File: src/rtl/vram_scanout_arbiter_if.sv
// CPU request/ack bus into the VRAM scanout arbiter.
// master: CPU drives req/we/addr/wdata; slave: arbiter returns ack/rdata.
interface vram_scanout_arbiter_if;
  logic       cpu_req;
  logic       cpu_we;
  logic [7:0] cpu_addr;
  logic [7:0] cpu_wdata;
  logic       cpu_ack;
  logic [7:0] cpu_rdata;

  modport master (
    output cpu_req, cpu_we, cpu_addr, cpu_wdata,
    input  cpu_ack, cpu_rdata
  );

  modport slave (
    input  cpu_req, cpu_we, cpu_addr, cpu_wdata,
    output cpu_ack, cpu_rdata
  );
endinterface

File: src/rtl/vram_scanout_arbiter.sv
// Shares the 256x8 CHIP-8 display RAM between CPU and VGA scanout.
// Ports: clk, reset (sync, high); counter_x/y, counter_x_10 from sync gen;
//   cpu (slave bus: req/we/addr/wdata -> ack/rdata);
//   mem_addr/mem_we/mem_wdata/mem_rdata to the RAM; pixel_on to video.
module vram_scanout_arbiter #(
  parameter int H_DISPLAY    = 640,
  parameter int ACTIVE_LINES = 320,
  parameter int V_TOTAL      = 525,
  parameter int SCALE        = 10,
  parameter int ROWS         = 32,
  parameter int FETCH_X      = 656
) (
  input  logic                         clk,
  input  logic                         reset,
  input  logic [9:0]                   counter_x,
  input  logic [9:0]                   counter_y,
  input  logic [5:0]                   counter_x_10,
  vram_scanout_arbiter_if.slave        cpu,
  output logic [7:0]                   mem_addr,
  output logic                         mem_we,
  output logic [7:0]                   mem_wdata,
  input  logic [7:0]                   mem_rdata,
  output logic                         pixel_on
);

  localparam int RW = $clog2(ROWS);
  localparam int SW = $clog2(SCALE);

  typedef enum logic [2:0] {
    IDLE,
    CPU_ACC,
    CPU_ACK,
    FETCH,
    FETCH_LAST
  } state_t;

  state_t          state;
  state_t          state_nx;
  logic [2:0]      k;
  logic [2:0]      k_nx;
  logic            fetch_pending;
  logic            fetch_go;
  logic [RW-1:0]   next_row;
  logic [SW-1:0]   sub;
  logic [7:0]      lb [8];
  logic            lb_we;
  logic [2:0]      lb_idx;

  logic trig_x;
  logic last_line;
  logic img_line;

  assign trig_x    = counter_x == 10'(FETCH_X);
  assign last_line = counter_y == 10'(V_TOTAL - 1);
  assign img_line  = counter_y < 10'(ACTIVE_LINES - 1);

  always_comb begin
    state_nx      = state;
    k_nx          = k;
    fetch_go      = 1'b0;
    mem_addr      = 8'h00;
    mem_we        = 1'b0;
    mem_wdata     = 8'h00;
    cpu.cpu_ack   = 1'b0;
    cpu.cpu_rdata = 8'h00;
    lb_we         = 1'b0;
    lb_idx        = 3'd0;
    unique case (state)
      IDLE: begin
        if (fetch_pending) begin
          state_nx = FETCH;
          k_nx     = 3'd0;
          fetch_go = 1'b1;
        end else if (cpu.cpu_req) begin
          state_nx = CPU_ACC;
        end
      end
      CPU_ACC: begin
        mem_addr  = cpu.cpu_addr;
        mem_we    = cpu.cpu_we;
        mem_wdata = cpu.cpu_wdata;
        state_nx  = CPU_ACK;
      end
      CPU_ACK: begin
        cpu.cpu_ack   = 1'b1;
        cpu.cpu_rdata = mem_rdata;
        state_nx      = IDLE;
      end
      FETCH: begin
        mem_addr = 8'({next_row, k});
        // RAM data lags the address by one cycle
        lb_we    = k != 3'd0;
        lb_idx   = k - 3'd1;
        k_nx     = k + 3'd1;
        if (k == 3'd7) state_nx = FETCH_LAST;
      end
      FETCH_LAST: begin
        lb_we    = 1'b1;
        lb_idx   = 3'd7;
        state_nx = IDLE;
      end
      default: state_nx = IDLE;
    endcase
  end

  always_ff @(posedge clk) begin
    if (reset) begin
      state         <= IDLE;
      k             <= 3'd0;
      fetch_pending <= 1'b0;
      next_row      <= '0;
      sub           <= '0;
      pixel_on      <= 1'b0;
      for (int i = 0; i < 8; i++) lb[i] <= 8'h00;
    end else begin
      state <= state_nx;
      k     <= k_nx;
      if (lb_we) lb[lb_idx] <= mem_rdata;
      // column c lives in byte c/8, bit 7-(c%8)
      pixel_on <= (counter_x < 10'(H_DISPLAY))
               && (counter_y < 10'(ACTIVE_LINES))
               && lb[counter_x_10[5:3]][~counter_x_10[2:0]];
      if (fetch_go) fetch_pending <= 1'b0;
      // a new trigger wins over the clear
      if (trig_x) begin
        if (last_line) begin
          next_row      <= '0;
          sub           <= '0;
          fetch_pending <= 1'b1;
        end else if (img_line) begin
          if (sub == SW'(SCALE - 1)) begin
            sub           <= '0;
            next_row      <= next_row + 1'b1;
            fetch_pending <= 1'b1;
          end else begin
            sub <= sub + 1'b1;
          end
        end
      end
    end
  end

endmodule

File: src/flat_wrapper.sv
// flat-port wrapper written by rule: the top's interface ports become plain ports
module vram_scanout_arbiter_flat 
#(
  parameter int H_DISPLAY    = 640,
  parameter int ACTIVE_LINES = 320,
  parameter int V_TOTAL      = 525,
  parameter int SCALE        = 10,
  parameter int ROWS         = 32,
  parameter int FETCH_X      = 656
)
  (clk, reset, counter_x, counter_y, counter_x_10, mem_addr, mem_we, mem_wdata, mem_rdata, pixel_on, cpu_cpu_req, cpu_cpu_we, cpu_cpu_addr, cpu_cpu_wdata, cpu_cpu_ack, cpu_cpu_rdata);
  vram_scanout_arbiter_if cpu_i ();
  input  logic clk;
  input  logic reset;
  input  logic [9:0] counter_x;
  input  logic [9:0] counter_y;
  input  logic [5:0] counter_x_10;
  output logic [7:0] mem_addr;
  output logic mem_we;
  output logic [7:0] mem_wdata;
  input  logic [7:0] mem_rdata;
  output logic pixel_on;
  input wire logic [$bits(cpu_i.cpu_req)-1:0] cpu_cpu_req;
  input wire logic [$bits(cpu_i.cpu_we)-1:0] cpu_cpu_we;
  input wire logic [$bits(cpu_i.cpu_addr)-1:0] cpu_cpu_addr;
  input wire logic [$bits(cpu_i.cpu_wdata)-1:0] cpu_cpu_wdata;
  output wire logic [$bits(cpu_i.cpu_ack)-1:0] cpu_cpu_ack;
  output wire logic [$bits(cpu_i.cpu_rdata)-1:0] cpu_cpu_rdata;
  assign cpu_i.cpu_req = cpu_cpu_req;
  assign cpu_i.cpu_we = cpu_cpu_we;
  assign cpu_i.cpu_addr = cpu_cpu_addr;
  assign cpu_i.cpu_wdata = cpu_cpu_wdata;
  assign cpu_cpu_ack = cpu_i.cpu_ack;
  assign cpu_cpu_rdata = cpu_i.cpu_rdata;
  vram_scanout_arbiter #(.H_DISPLAY(H_DISPLAY), .ACTIVE_LINES(ACTIVE_LINES), .V_TOTAL(V_TOTAL), .SCALE(SCALE), .ROWS(ROWS), .FETCH_X(FETCH_X)) u_core (.clk(clk), .reset(reset), .counter_x(counter_x), .counter_y(counter_y), .counter_x_10(counter_x_10), .cpu(cpu_i), .mem_addr(mem_addr), .mem_we(mem_we), .mem_wdata(mem_wdata), .mem_rdata(mem_rdata), .pixel_on(pixel_on));
endmodule
File: config.mk
export PLATFORM = sky130hd
export DESIGN_NAME = vram_scanout_arbiter_flat
export DESIGN_NICKNAME = d
export VERILOG_FILES = /design/src/rtl/vram_scanout_arbiter_if.sv /design/src/rtl/vram_scanout_arbiter.sv /design/src/flat_wrapper.sv
export SDC_FILE = /design/constraint.sdc
export NUM_CORES = 1
export LEC_CHECK = 0
export ABC_AREA = 1
export ABC_CLOCK_PERIOD_IN_PS = 5400
export BUFFER_PORTS_ARGS = -buffer_cell sky130_fd_sc_hd__buf_2
export CAP_MARGIN = 0
export CORE_ASPECT_RATIO = 0.6
export CORE_MARGIN = 4
export CORE_UTILIZATION = 45
export CTS_CLUSTER_SIZE = 16
export DETAILED_ROUTE_END_ITERATION = 16
export GPL_ROUTABILITY_DRIVEN = 1
export PLACE_DENSITY = 0.68
export SLEW_MARGIN = 10
export SYNTH_ARGS = -nofsm -noshare
export SYNTH_HDL_FRONTEND = slang
export SYNTH_SLANG_ARGS = --single-unit
File: constraint.sdc
create_clock -name clk -period 5.4 [get_ports clk]
set_input_delay 0.81 -clock clk [delete_from_list [all_inputs] [get_ports clk]]
set_output_delay 0.81 -clock clk [all_outputs]
set_load 0.05 [all_outputs]
# Word level (Yosys, flattened, before mapping)
# Memories as Yosys holds them, arrays and structs flattened.
# Index checks and enable logic that the tools add are counted.
[totals]
regBits = 17
mem_bits_rw = 64
word_cells = 75
n_memories = 1
[classes]
bitwise_logic = 1
mux = 36
n_addsub = 4
n_eq_ne = 11
reduce_logical = 12
n_lt_le_gt_ge = 4
[mem_list]
columns = ["memory", "depth", "word_bits", "read_ports", "rd_clocked_by_memory_dff", "write_ports", "line_no", "rtl"]
rows = [
  ["u_core.lb", 8, 8, 1, 0, 8, "vram_scanout_arbiter.sv:45", "logic [7:0] lb [8];"],
]
[ops]
columns = ["op", "n"]
rows = [
  ["two-way mux 8 bit", 3],
  ["== test 10 bit, second input constant", 2],
  ["less-than comparator 10 x 9 -> 1 bit, second input constant", 2],
  ["two-way mux 1 bit", 16],
  ["one-hot mux 8 bit (2 select lines)", 1],
  ["two-way mux 3 bit", 5],
  ["two-way mux 5 bit", 3],
  ["two-way mux 4 bit", 3],
  ["one-hot mux 3 bit (2 select lines)", 2],
  ["less-than comparator 10 bit, second input constant", 1],
  ["one-hot mux 3 bit (3 select lines)", 1],
  ["OR reduction 8 bit", 1],
  ["== test 3 x 2 -> 1 bit, second input constant", 2],
  ["== test 3 bit, second input constant", 2],
  ["AND reduction 2 bit", 3],
  ["nonzero test 2 bit", 3],
  ["adder 5 x 1 -> 5 bit, second input constant", 1],
  ["adder 4 x 1 -> 4 bit, second input constant", 1],
  ["== test 4 bit, second input constant", 1],
  ["less-than comparator 3 x 4 -> 1 bit, second input constant", 1],
  ["!= test 2 x 1 -> 1 bit, second input constant", 2],
  ["adder 3 x 1 -> 3 bit, second input constant", 1],
  ["binary-select mux 1 bit (select 3 bit)", 1],
  ["== test 3 x 1 -> 1 bit, second input constant", 1],
  ["other kinds (8)", 9],
]

# Depth between registers and ports, before layout
[logic_depth]
depth_word = 7
depth_mapped = 11
mapped_depth_nobuf = 10

# Worst setup path after synthesis
# Ideal clock, no wire load.
[synth_path]
kind = "flip-flop to output port"
start = "register u_core.state[1]"
end = "output cpu_cpu_rdata[0]"
arrival_time_ps = 2589
n_path_buf = 0
slack_ps = 2001
path_stages_with_launch = 5
cell_sequence = "dfxtp_1 > inv_1 > nor3_1 > inv_1 > nor2_1"
[synth_between]
elab_chain_len = 2
[synth_lines]
columns = ["item", "line_no", "rtl"]
rows = [
  ["from (decl)", "vram_scanout_arbiter.sv:37", "state_t state;"],
  ["from (signal assigned)", "vram_scanout_arbiter.sv:116", "state <= state_nx;"],
  ["== test 3 x 2 -> 1 bit", "vram_scanout_arbiter.sv:68", "unique case (state)"],
  ["two-way mux 8 bit", "vram_scanout_arbiter.sv:68", ""],
  ["to (decl)", "flat_wrapper.sv:28", "output wire logic [$bits(cpu_i.cpu_rdata)-1:0] cpu_cpu_rdata;"],
]
# No other way between the ends.

# Worst setup path in the final report
[layout_path]
start = "register u_core.state[1]"
end = "output mem_addr[6]"
[layout_between]
elab_chain_len = 2
elab_cells_between_ends = 3
cone_classes = "2 x eq/ne; 1 x mux"
[layout_lines]
columns = ["item", "line_no", "rtl"]
rows = [
  ["== test 3 x 2 -> 1 bit or == test 3 x 1 -> 1 bit (tied branches)", "vram_scanout_arbiter.sv:68", ""],
  ["one-hot mux 8 bit (2 select lines) (*)", "vram_scanout_arbiter.sv:68", ""],
  ["to (decl)", "flat_wrapper.sv:18", "output logic [7:0] mem_addr;"],
]
# Mark *: on every way between the ends. The rest lies on a longest branch, timed or not.

==> results_dict.tcl <==
set metrics [dict create \
    run_status "complete, no violations" \
    netlist_area_um2 4230 \
    grt_usage 0.207 \
    maxSlewViolCount 0 \
    ir_worst_vdd_mv 0.208 \
    drtIter0Drc 486 \
    grt_setup_unrepaired "no" \
    crit_fanout 18 \
    cts_tree "yes" \
    vias 3730 \
    die_x_um 133 \
    finalHoldViolations 0 \
    syn_nets 582 \
    dieArea_um2 11100 \
    crit_type "register to output pin" \
    synth_seq_cells 81 \
    pin_count 81 \
    grt_pass1_vias 3475 \
    hpwl_mm 8.19 \
    finalSetupTns_ps 0 \
    cts.repair.resized 0 \
    netlist_instances 521 \
    root_buffer "clkbuf_16" \
    dp_cells 717 \
    grt_pass1_wl_mm 17.9 \
    relSlewSlack 0.411 \
    grt_start_max_net_pins 34 \
    die_h_um 83.1 \
    cts_hold_buf 0 \
    clock_skew_ps 6.55 \
    cellPowerDensity_nw_per_um2 294 \
    routed_wl_mm 11.1 \
    yosysSeqAreaShare 0.534 \
    drive_above_1_share 0.181 \
    whs_ps 488 \
    power_leakage_nw 2.34 \
    clk_pin_slew_ps 60 \
    clk_path_buf_depth 2 \
    cts.sinks 81 \
    area_growth_pct 18.7 \
    rows 27 \
    drc 0 \
    period_share 0.500 \
    overflow 0 \
    numPortBuffers 80 \
    clock_latency_ps 340 \
    coreArea_um2 9160 \
    initial_utilization 0.462 \
    timing.max_cap.violations 0 \
    finalSetupViolations 0 \
    final_util 0.549 \
    total_power_w 0.00148 \
    worst_pin_slew_ps 883 \
    cp.arrival_ps 1890 \
    gp_congestion 0.881 \
    endpoint_kind "output pin" \
    hp-class "register to register" \
    viasPerCell 5.09 \
    max_freq_ghz 0.370 \
    start_kind "register" \
    cp.required_ps 4590 \
    yosys-top-cells-area "edfxtp_1 45%, nand2_1 12%, nor2_1 9.2%, dfxtp_1 8.0%, nand3_1 7.8%" \
    n_antenna_cell 0 \
    yosysTopAreaCell "edfxtp_1" \
    htree_levels 3 \
    syn_area_per_cell_um2 8.12 \
    numCtsBuffers 9 \
    first_pass_iters 7 \
    nNetsFinal 659 \
    fin_cells 733 \
    synth.distinct_cells 32 \
    route.detailed.wl_per_inst_um 15.2 \
    period_minus_slack_ps 2700 \
    yosysWarnings 0 \
    cts_setup_buffers 0 \
    grt_antenna_before_repair 0 \
    ant_nets 0 \
    synth_top_area_frac 0.454 \
]
final cells by class:
cell class,instances,area [um2]
clock inverter,7,55.1
sequential,81,2260
inverter,60,225
multi-input combinational,366,1690
tap,130,163
fill,834,4130
clock buffer,9,225
timing repair buffer,80,400
logic make-up after synthesis:
logic type	share of synthesized area
buffers and inverters	0.0656
flip-flops	0.534
adder cells (fa/ha/maj)	0.0207
AND/OR/NAND/NOR	0.327
AO/OA/AOI/OAI	0.0420
XOR/XNOR	0.0103
worst max-delay path, stage by stage, from the launching register on:
cell and delay (ps):
dfxtp_1 320, inv_1 130, nand3_1 450, o21ai_0 340, buf_2 310
power by group:
part	leakage (nW)	switching, W	internal [W]
logic	1.40	0.000150	0.0000509
registers	0.798	0.0000111	0.000690
clock network	0.139	0.000259	0.000316
total	2.34	0.000420	0.00106
flip-flops by register name (all words and copies together), names as in the netlist:
name and cells:
u_core.lb 64, u_core.fetch_pending 1, u_core.state 3, u_core.next_row 5, u_core.sub 4, u_core.k 3, u_core.pixel_on 1
routing by layer:
metal  vias to the layer above  global-route usage  part of all wire
met3                         9              0.0533              0.10
met2                       175               0.284              0.40
li1                       1849                   -                 -
met4                         0              0.0364            0.0082
met5                         -                   0                 0
met1                      1697               0.328              0.49
stage by stage:
| step | area [um2] | worst slack (ps) |
|---|---|---|
| floorplan | 4230 | 2000 |
| finish | 5020 | 2700 |
| CTS | 5020 | 2690 |
| global placement | 4740 | 2580 |
| detailed placement | 4740 | 2490 |
| global route | 5020 | 2470 |
cells in the final DEF (no fill, tap or decap), types with 2 or more instances in the layout:
master     netlist  layout
or2_2            2       2
o22ai_1          5       5
clkbuf_16        0       9
o21ai_0          8       8
buf_2            0      80
clkinv_1         9      10
nor2_1         104     104
ha_1             7       7
xor2_1           4       4
nand3_1         66      66
clkinv_4         0       3
nand2_4          4       4
nand2_1        133     133
nand4_1          5       5
inv_2            2       2
edfxtp_1        64      64
inv_1           49      49
nor3_1           4       4
a21oi_1         10      10
dfxtp_1         17      17
final timing paths:
check	startpoint	endpoint	slack, ps	cells past startpoint
worst max-delay path	u_core.state[1]	mem_addr[6]	2700	4
worst min-delay path	u_core.k[0]	u_core.k[0]	490	2
worst max register to register	u_core.state[0]	u_core.lb[2][1]	2950	8
worst min register to register	u_core.k[0]	u_core.k[0]	490	2
Yosys cell counts, drive strengths merged:
cell and n:
nor3 5, a21oi 12, o211ai 1, and3 1, o32ai 1, clkbuf 14, nor3b 1, inv 51
or2 2, xor2 4, nor4 1, clkinv 9, a31oi 1, nand3 66, ha 7, dfxtp 17
xnor2 1, nand4 5, nor2 105, edfxtp 64, nand2 138, and2 1, o21ai 9, o22ai 5
(Power assumes the default switching activity.)
